## src/rtl/wb_rr_arbiter.sv

```systemverilog
`default_nettype none
// ============================================================================
// Module   : wb_rr_arbiter
// Brief    : 4-master to 1-slave Wishbone classic arbiter, round-robin grant
//            held for a whole bus cycle, with a per-transfer ack watchdog.
//            Define WB_ARB_FIXED_PRIORITY_EN for fixed priority (master 0 first).
// Revision : 1.0 - initial release
// ============================================================================
module wb_rr_arbiter #(
    parameter int unsigned TIMEOUT = 256
) (
    input  logic         clk,
    input  logic         reset,
    input  logic [127:0] m_adr_i,
    input  logic [127:0] m_dat_i,
    input  logic [15:0]  m_sel_i,
    input  logic [3:0]   m_we_i,
    input  logic [3:0]   m_cyc_i,
    input  logic [3:0]   m_stb_i,
    output logic [31:0]  m_dat_o,
    output logic [3:0]   m_ack_o,
    output logic [3:0]   m_err_o,
    output logic [31:0]  s_adr_o,
    output logic [31:0]  s_dat_o,
    output logic [3:0]   s_sel_o,
    output logic         s_we_o,
    output logic         s_cyc_o,
    output logic         s_stb_o,
    input  logic [31:0]  s_dat_i,
    input  logic         s_ack_i,
    output logic [1:0]   grant_o,
    output logic         busy_o
);
    typedef enum logic [1:0] {
        ST_IDLE  = 2'd0,
        ST_GRANT = 2'd1,
        ST_ERR   = 2'd2
    } state_t;

    localparam logic        c_wdog_en   = (TIMEOUT != 0);
    localparam logic [15:0] c_wdog_last = (TIMEOUT == 0) ? 16'd0 : 16'(TIMEOUT - 1);

    state_t      r_state;
    state_t      w_state_nxt;
    logic [1:0]  r_grant;
    logic [1:0]  w_winner;
    logic [15:0] r_wdog;
    logic        r_err_first;
    logic        w_any_req;
    logic        w_own_cyc;
    logic        w_own_stb;
    logic        w_timeout;
    logic        w_release;

    assign w_any_req = |m_cyc_i;
    assign w_own_cyc = m_cyc_i[r_grant];
    assign w_own_stb = m_stb_i[r_grant] & w_own_cyc;
    assign w_release = (r_state != ST_IDLE) && !w_own_cyc;
    // A same-cycle ack beats the watchdog on its last count.
    assign w_timeout = c_wdog_en && (r_state == ST_GRANT) && w_own_stb && !s_ack_i
                       && (r_wdog == c_wdog_last);

`ifdef WB_ARB_FIXED_PRIORITY_EN
    always_comb begin
        w_winner = 2'd0;
        for (int i = 3; i >= 0; i--) begin
            if (m_cyc_i[i]) w_winner = 2'(i);
        end
    end
`else
    logic [1:0] r_ptr;

    always_ff @(posedge clk) begin
        if (reset)          r_ptr <= 2'd0;
        else if (w_release) r_ptr <= r_grant + 2'd1;
    end

    // Scanning offsets downward leaves the nearest requester at or after r_ptr.
    always_comb begin
        w_winner = r_ptr;
        for (int i = 3; i >= 0; i--) begin
            if (m_cyc_i[r_ptr + 2'(i)]) w_winner = r_ptr + 2'(i);
        end
    end
`endif

    always_ff @(posedge clk) begin
        if (reset) r_state <= ST_IDLE;
        else       r_state <= w_state_nxt;
    end

    always_comb begin
        w_state_nxt = r_state;
        case (r_state)
            ST_IDLE:  if (w_any_req)  w_state_nxt = ST_GRANT;
            ST_GRANT: if (!w_own_cyc) w_state_nxt = ST_IDLE;
                      else if (w_timeout) w_state_nxt = ST_ERR;
            ST_ERR:   if (!w_own_cyc) w_state_nxt = ST_IDLE;
            default:  w_state_nxt = ST_IDLE;
        endcase
    end

    always_ff @(posedge clk) begin
        if (reset) begin
            r_grant     <= 2'd0;
            r_wdog      <= 16'd0;
            r_err_first <= 1'b0;
        end else begin
            r_err_first <= (r_state == ST_GRANT) && w_own_cyc && w_timeout;
            if ((r_state == ST_IDLE) && w_any_req) r_grant <= w_winner;
            if ((r_state != ST_GRANT) || !w_own_stb || s_ack_i) r_wdog <= 16'd0;
            else if (!w_timeout)                                r_wdog <= r_wdog + 16'd1;
        end
    end

    always_comb begin
        s_adr_o = '0;
        s_dat_o = '0;
        s_sel_o = '0;
        s_we_o  = 1'b0;
        s_cyc_o = 1'b0;
        s_stb_o = 1'b0;
        m_dat_o = '0;
        m_ack_o = '0;
        m_err_o = '0;
        if (r_state == ST_GRANT) begin
            s_adr_o          = m_adr_i[{r_grant, 5'd0} +: 32];
            s_dat_o          = m_dat_i[{r_grant, 5'd0} +: 32];
            s_sel_o          = m_sel_i[{r_grant, 2'd0} +: 4];
            s_we_o           = m_we_i[r_grant];
            s_cyc_o          = w_own_cyc;
            s_stb_o          = w_own_stb;
            m_dat_o          = s_dat_i;
            m_ack_o[r_grant] = s_ack_i;
        end
        if (r_state == ST_ERR) m_err_o[r_grant] = r_err_first;
    end

    assign grant_o = r_grant;
    assign busy_o  = (r_state != ST_IDLE);

endmodule
`default_nettype wire
```

## config.mk

```make
export PLATFORM = sky130hd
export DESIGN_NAME = wb_rr_arbiter
export DESIGN_NICKNAME = d
export VERILOG_FILES = /design/src/rtl/wb_rr_arbiter.sv
export SDC_FILE = /design/constraint.sdc
export NUM_CORES = 1
export LEC_CHECK = 0
export CAP_MARGIN = 20
export CORE_AREA = 4 4 165 167
export CTS_CLUSTER_SIZE = 14
export DETAILED_ROUTE_END_ITERATION = 8
export DIE_AREA = 0 0 169 171
export SETUP_SLACK_MARGIN = 0.02
export SYNTH_ARGS = -nofsm -noshare
export SYNTH_HDL_FRONTEND = slang
export SYNTH_SLANG_ARGS = --single-unit
```

## constraint.sdc

```tcl
create_clock -name clk -period 2.35 [get_ports clk]
set_clock_uncertainty 0.15 [all_clocks]
set_input_delay 0.47 -clock clk [delete_from_list [all_inputs] [get_ports clk]]
set_output_delay 0.47 -clock clk [all_outputs]
set_load 0.02 [all_outputs]
```

==> impl_metrics.env, run 1 <==
export IMPL_chipWidth_um=169
export IMPL_clkSlewWorstSetupHoldPaths_ps=60
export IMPL_arrival_ps=1920
export IMPL_required_ps=1730
export IMPL_vias=4841
export IMPL_htree_levels=1
export IMPL_cts_made_buffers=3
export IMPL_via_per_inst=4.15
export IMPL_worstSetupEndpointType="output pin"
export IMPL_yosysWarnings=0
export IMPL_worstHoldStart="r_wdog[8]"
export IMPL_cts_root_buf="clkbuf_16"
export IMPL_crit_type="reg -> out"
export IMPL_ys_flop_type="dfxtp_1"
export IMPL_routabilityCongestion=0.996
export IMPL_dieHeight_um=171
export IMPL_slowest_stage="mux4_2"
export IMPL_synthTopCellsByArea="mux4_2, and2_1, dfxtp_1, a21oi_1, ha_1"
export IMPL_core_region_area_mm2=0.0258
export IMPL_dr_pass1_iters=4
export IMPL_std_cell_rows=59
export IMPL_p_per_area_mw_per_mm2=297
export IMPL_syn_avg_cell_area_um2=10.4
export IMPL_grt_pass1_vias=4967
export IMPL_timing_hold_ws_ps=340
export IMPL_dp_hpwl_um=19500
export IMPL_maxCapViolations=0
export IMPL_synthMuxAreaShare_pct=43.9
export IMPL_rsz0062_at_grt="true"
export IMPL_start_kind="flop"
export IMPL_synth_simple_gate_area_share_pct=29.0
export IMPL_port_buffers=432
export IMPL_synth_most_common_cell="and2_1"
export IMPL_clock_latency_ps=260
export IMPL_synth_seq_cells=23
export IMPL_synth_cell_types=47
export IMPL_grt_max_degree=32
export IMPL_clockBufferDepth=2
export IMPL_worst_hold_path_type="reg -> reg"
export IMPL_worst_pin_slew_ps=304
export IMPL_cts_hold_buf=0
export IMPL_violations="negative setup slack"
export IMPL_timing_rr_end="r_state[0]"
export IMPL_slew_headroom_pct=79.6
export IMPL_yosys_area_top_type="mux4_2"
export IMPL_synth_async_reset_ratio_pct=0
export IMPL_synth_cells=358
export IMPL_status="finished with violations"
export IMPL_ir_worst_vdd_v=0.000224
export IMPL_fin_nets=1156
export IMPL_ys_seq_area_share_pct=12.4
export IMPL_yosys_top_cells_count="and2_1, mux4_2, dfxtp_1"
export IMPL_synth_xor_area_share_pct=1.42
export IMPL_min_path_cells=2
export IMPL_synth_compound_area_share_pct=6.55
export IMPL_worst_r2r_path_depth=7
export IMPL_dp_cells=1132
export IMPL_route_antenna_remaining_nets=0
export IMPL_cts_tree="yes"
export IMPL_routed_wirelength_um=23600
export IMPL_synth_top_area_share_pct=42.5
export IMPL_overflow=0
export IMPL_cts_sinks=23
export IMPL_cp_max_fo=11
export IMPL_hold_violations=0
export IMPL_setup_viol=69
export IMPL_synth_edff_count=0
export IMPL_synth_fp_nets=682
export IMPL_final_max_slew_viol_count=0
export IMPL_holdPathEnd="r_wdog[8]"
export IMPL_synth_top_family_by_area="multiplexers"
export IMPL_die_area_mm2=0.0289
export IMPL_drc_errors=0
export IMPL_routedWlPerCell_um=20.3
export IMPL_ios=433
export IMPL_nFillCells=2589
export IMPL_place_ws_ps=-426
export IMPL_grt_usage_pct=14.7
export IMPL_dr_first_iter_drc_count=126
export IMPL_grt_antenna_before_repair=1
export IMPL_p_leak_nw=3.60
export IMPL_grt_pass1_wl_um=32500
export IMPL_fmax_ghz=0.393
export IMPL_min_period_over_period_pct=108
export IMPL_critical_path_startpoint="grant_o[0]"
export IMPL_crit_chain="buf_6, mux4_2, and2_1, dlygate4sd2_1"
export IMPL_drive_gt1_share_pct=33.6
export IMPL_syn_area_mm2=0.00371
export IMPL_slowest_delay_ps=520
export IMPL_synth_fa_ha_area_share_pct=1.69
export IMPL_final_cells=1167
export IMPL_reg2reg_slack_ps=410
export IMPL_setup_ws_ps=-193
export IMPL_r2r_start="grant_o[0]"
export IMPL_start_util_pct=14.4
export IMPL_area_delta_synth_final_pct=149
export IMPL_period_minus_slack_ps=2540
## cell type report
class	count	area (µm²)	area share (%)
inverter	10	37.5	0.407
antenna	1	2.50	0.0271
tap	335	419	4.55
clock buffer	3	75.1	0.814
clock inverter	1	5.00	0.0543
multi-input combinational	294	3170	34.4
timing repair buffer	500	5040	54.7
sequential	23	469	5.09
## worst max-delay path: cells and delay by family (launching register included)
family,cells,cell delay (ps)
buffers and inverters,2,550
flip-flops,1,410
multiplexers,1,520
AND/OR/NAND/NOR,1,180
## logic make-up (layout without fill, tap and decap cells)
family | after synthesis | after routing
and+or+nand+nor | 172 | 172
muxes | 75 | 75
buffers and inverters | 41 | 514
AOI/OAI and AO/OA | 36 | 36
DFF | 23 | 23
xor gates and xnor gates | 6 | 6
adders and majority gates | 5 | 5
other | 0 | 1
## registers in the layout, indices dropped and copies added, names as in the netlist
| signal | flops |
|---|---|
| r_wdog | 16 |
| grant_o | 2 |
| r_ptr | 2 |
| r_state | 2 |
| r_err_first | 1 |
## metal layers
| layer | global-route usage [%] | wire (µm) | part of all wire [%] |
|---|---|---|---|
| met1 | 19.3 | 9890 | 42 |
| met2 | 26.3 | 11900 | 50 |
| met3 | 2.47 | 1550 | 6.6 |
| met4 | 1.72 | 298 | 1.3 |
| met5 | 0 | 0 | 0 |
## per-stage QoR
stage	utilization [%]	area (µm²)	setup TNS [ps]	total power, mW
finish	35.8	9220	-5450	2.74
global route	35.8	9220	-10150	2.89
CTS	34.9	9000	-8530	2.68
detailed placement	33.7	8690	-24890	2.20
global placement	33.7	8690	-25080	2.21
floorplan	-	3730	0	1.14
## how the worst max path moves through the flow
stage / to / slack [ps] / cells after the start
floorplan: s_adr_o[0] / 50 / 5
global placement: s_adr_o[27] / -430 / 4
detailed placement: s_adr_o[17] / -430 / 4
CTS: s_adr_o[27] / -240 / 4
global route: s_dat_o[10] / -250 / 7
finish: s_adr_o[27] / -190 / 4
## power breakdown
part | switching [mW] | leakage, nW | internal (mW) | total [mW]
clock | 0.140 | 0.0409 | 0.229 | 0.369
combinational | 0.723 | 3.37 | 1.23 | 1.96
sequential | 0.0134 | 0.188 | 0.397 | 0.411
total | 0.877 | 3.60 | 1.86 | 2.74
## what timing repair did
item / in CTS / in global routing
pin swaps: 24 / 14
endpoints found under the setup margin: 111 / 83
buffers inserted: 18 / 9
cloned: 4 / 1
gates resized for setup: 438 / 70
## layout by cell type, fill, tap and decap left out, types with 5 or more instances in the layout
cell type        count
buf_6               47
buf_2               28
a21oi_1             16
nand3_1              6
nor2_1              11
dlygate4sd2_1       33
inv_1               10
nand2_1             10
dfxtp_1             20
and2_1              64
and2_4              41
clkbuf_2             5
buf_4               39
or3_1                6
ha_1                 5
clkdlybuf4s50_1    319
mux4_2              70
buf_12              20
xnor2_1              6
o21ai_0              7
Power figures use the tool's default switching activity.
==> run 2, diff against run 1 <==
--- a/config.mk
+++ b/config.mk
@@ -9,2 +9,3 @@
 export CORE_AREA = 4 4 165 167
+export CTS_CLUSTER_DIAMETER = 200
 export CTS_CLUSTER_SIZE = 14
==> constraint.sdc (replaced) <==
create_clock -name clk -period 2.35 [get_ports clk]
set_clock_uncertainty 0.15 [all_clocks]
set_input_delay 0.235 -clock clk [delete_from_list [all_inputs] [get_ports clk]]
set_output_delay 0.235 -clock clk [all_outputs]
set_load 0.02 [all_outputs]
==> run 2 against run 1 <==
Effect of this change: the run now ends clean; clock-buffer cell count is the same; final cell count decreased by 1.3%; power decreased by 6.8%; combinational power fell by 9.7%; core utilization down 1.6 points; hold slack barely moved; largest cell class unchanged.
==> impl_metrics.env, run 2 (synthesis results as in run 1) <==
export IMPL_slew_headroom_pct=72.0
export IMPL_dp_hpwl_um=20700
export IMPL_layout_common_cells="clkdlybuf4s50_1, and2_1, mux4_2, clkbuf_2, buf_4"
export IMPL_cp_max_fo=11
export IMPL_drc_errors=0
export IMPL_dr_pass1_iters=4
export IMPL_grt_antenna_before_repair=4
export IMPL_dieHeight_um=171
export IMPL_chipWidth_um=169
export IMPL_required_ps=1970
export IMPL_status="finished clean"
export IMPL_ir_worst_vdd_v=0.000231
export IMPL_start_kind="flop"
export IMPL_crit_type="reg -> out"
export IMPL_regMostFlops="r_wdog"
export IMPL_timing_hold_ws_ps=340
export IMPL_core_region_area_mm2=0.0258
export IMPL_clockBufferDepth=2
export IMPL_final_max_slew_viol_count=0
export IMPL_grt_pass1_vias=4848
export IMPL_ios=433
export IMPL_routabilityCongestion=0.942
export IMPL_dr_first_iter_drc_count=168
export IMPL_fmax_ghz=0.440
export IMPL_p_leak_nw=3.55
export IMPL_cts_tree="yes"
export IMPL_arrival_ps=1890
export IMPL_routed_wirelength_um=25000
export IMPL_cts_sinks=23
export IMPL_hold_violations=0
export IMPL_clock_latency_ps=260
export IMPL_grt_usage_pct=15.5
export IMPL_via_per_inst=4.22
export IMPL_rsz0062_at_grt="true"
export IMPL_multi_input_area_mm2=0.00309
export IMPL_die_area_mm2=0.0289
export IMPL_std_cell_rows=59
export IMPL_nFillCells=2612
export IMPL_worst_pin_slew_ps=417
export IMPL_place_ws_ps=3.97
export IMPL_start_util_pct=14.4
export IMPL_worstSetupEndpointType="output pin"
export IMPL_final_common_cell="clkdlybuf4s50_1"
export IMPL_vias=4867
export IMPL_ff_latch_area_um2=469
export IMPL_maxCapViolations=0
export IMPL_min_period_over_period_pct=96.7
export IMPL_worst_hold_path_type="reg -> reg"
export IMPL_grt_pass1_wl_um=34000
export IMPL_port_buffers=432
export IMPL_area_delta_synth_final_pct=138
export IMPL_p_per_area_mw_per_mm2=289
export IMPL_routedWlPerCell_um=21.7
export IMPL_setup_ws_ps=77.1
export IMPL_setup_viol=0
export IMPL_period_minus_slack_ps=2270
export IMPL_clkSlewWorstSetupHoldPaths_ps=60
export IMPL_fin_nets=1141
export IMPL_largest_reg_flops=16
export IMPL_htree_levels=1
export IMPL_grt_max_degree=54
export IMPL_overflow=0
export IMPL_route_antenna_remaining_nets=0
export IMPL_drive_gt1_share_pct=26.2
export IMPL_cts_made_buffers=3
export IMPL_cts_root_buf="clkbuf_16"
run 2: changes by cell type in the layout (fill, tap and decap cells not counted), moves of 10 or more:
cell	previous run	this run
buf_12	20	10
dlygate4sd2_1	33	9
clkdlybuf4s50_1	319	334
buf_2	28	12
and2_4	41	0
dlymetal6s2s_1	1	21
clkbuf_2	5	44
and2_1	64	105
buf_6	47	5
run 2: timing repair:
action	4_1_cts	5_1_grt
pin swaps	0	0
endpoints found under the setup margin	76	97
gates resized for setup	152	112
setup buffers	5	24
cloned	2	1
hold buffers	0	0
run 2: critical path, cell delays in order, from the launching register on:
cell and delay (ps):
dfxtp_4 380, buf_4 150, buf_16 140, mux4_2 480, and2_1 160, dlygate4sd2_1 310
run 2: layer usage:
layer / global-route usage, % / vias up / part of all wire (%)
met2: 27.0 / 174 / 51
met4: 1.75 / 6 / 0.61
met3: 2.84 / 17 / 6.2
li1: - / 2283 / -
met1: 20.8 / 2387 / 43
met5: 0 / - / 0.18
run 2: worst paths after layout:
check	to	cells past startpoint	startpoint	slack, ps
max reg2reg	r_wdog[6]	8	grant_o[0]	360
min reg2reg	r_wdog[15]	2	r_wdog[15]	340
max	s_adr_o[31]	5	grant_o[0]	80
min	r_wdog[15]	2	r_wdog[15]	340
run 2: power by group:
group | internal (mW) | leakage (nW) | switching [mW]
clock | 0.229 | 0.0409 | 0.143
combinational | 1.08 | 3.32 | 0.694
sequential | 0.397 | 0.188 | 0.0113
run 2: layout make-up:
cell class                 count  area share (%)
multi-input combinational    294            35.1
inverter                      10           0.426
timing repair buffer         485            53.5
sequential                    23            5.32
antenna                        1          0.0284
clock buffer                   3           0.852
tap                          335            4.76
clock inverter                 1          0.0568
run 2: metrics by stage:
stage	util [%]	power [mW]	cells	instance area, µm²	TNS [ps]
floorplan	-	1.14	358	3710	0
global placement	33.3	2.18	1115	8570	0
detailed placement	33.3	2.18	1115	8570	0
CTS	33.9	2.55	1126	8740	-22.8
global route	34.2	2.68	1152	8810	0
finish	34.2	2.55	1152	8810	0
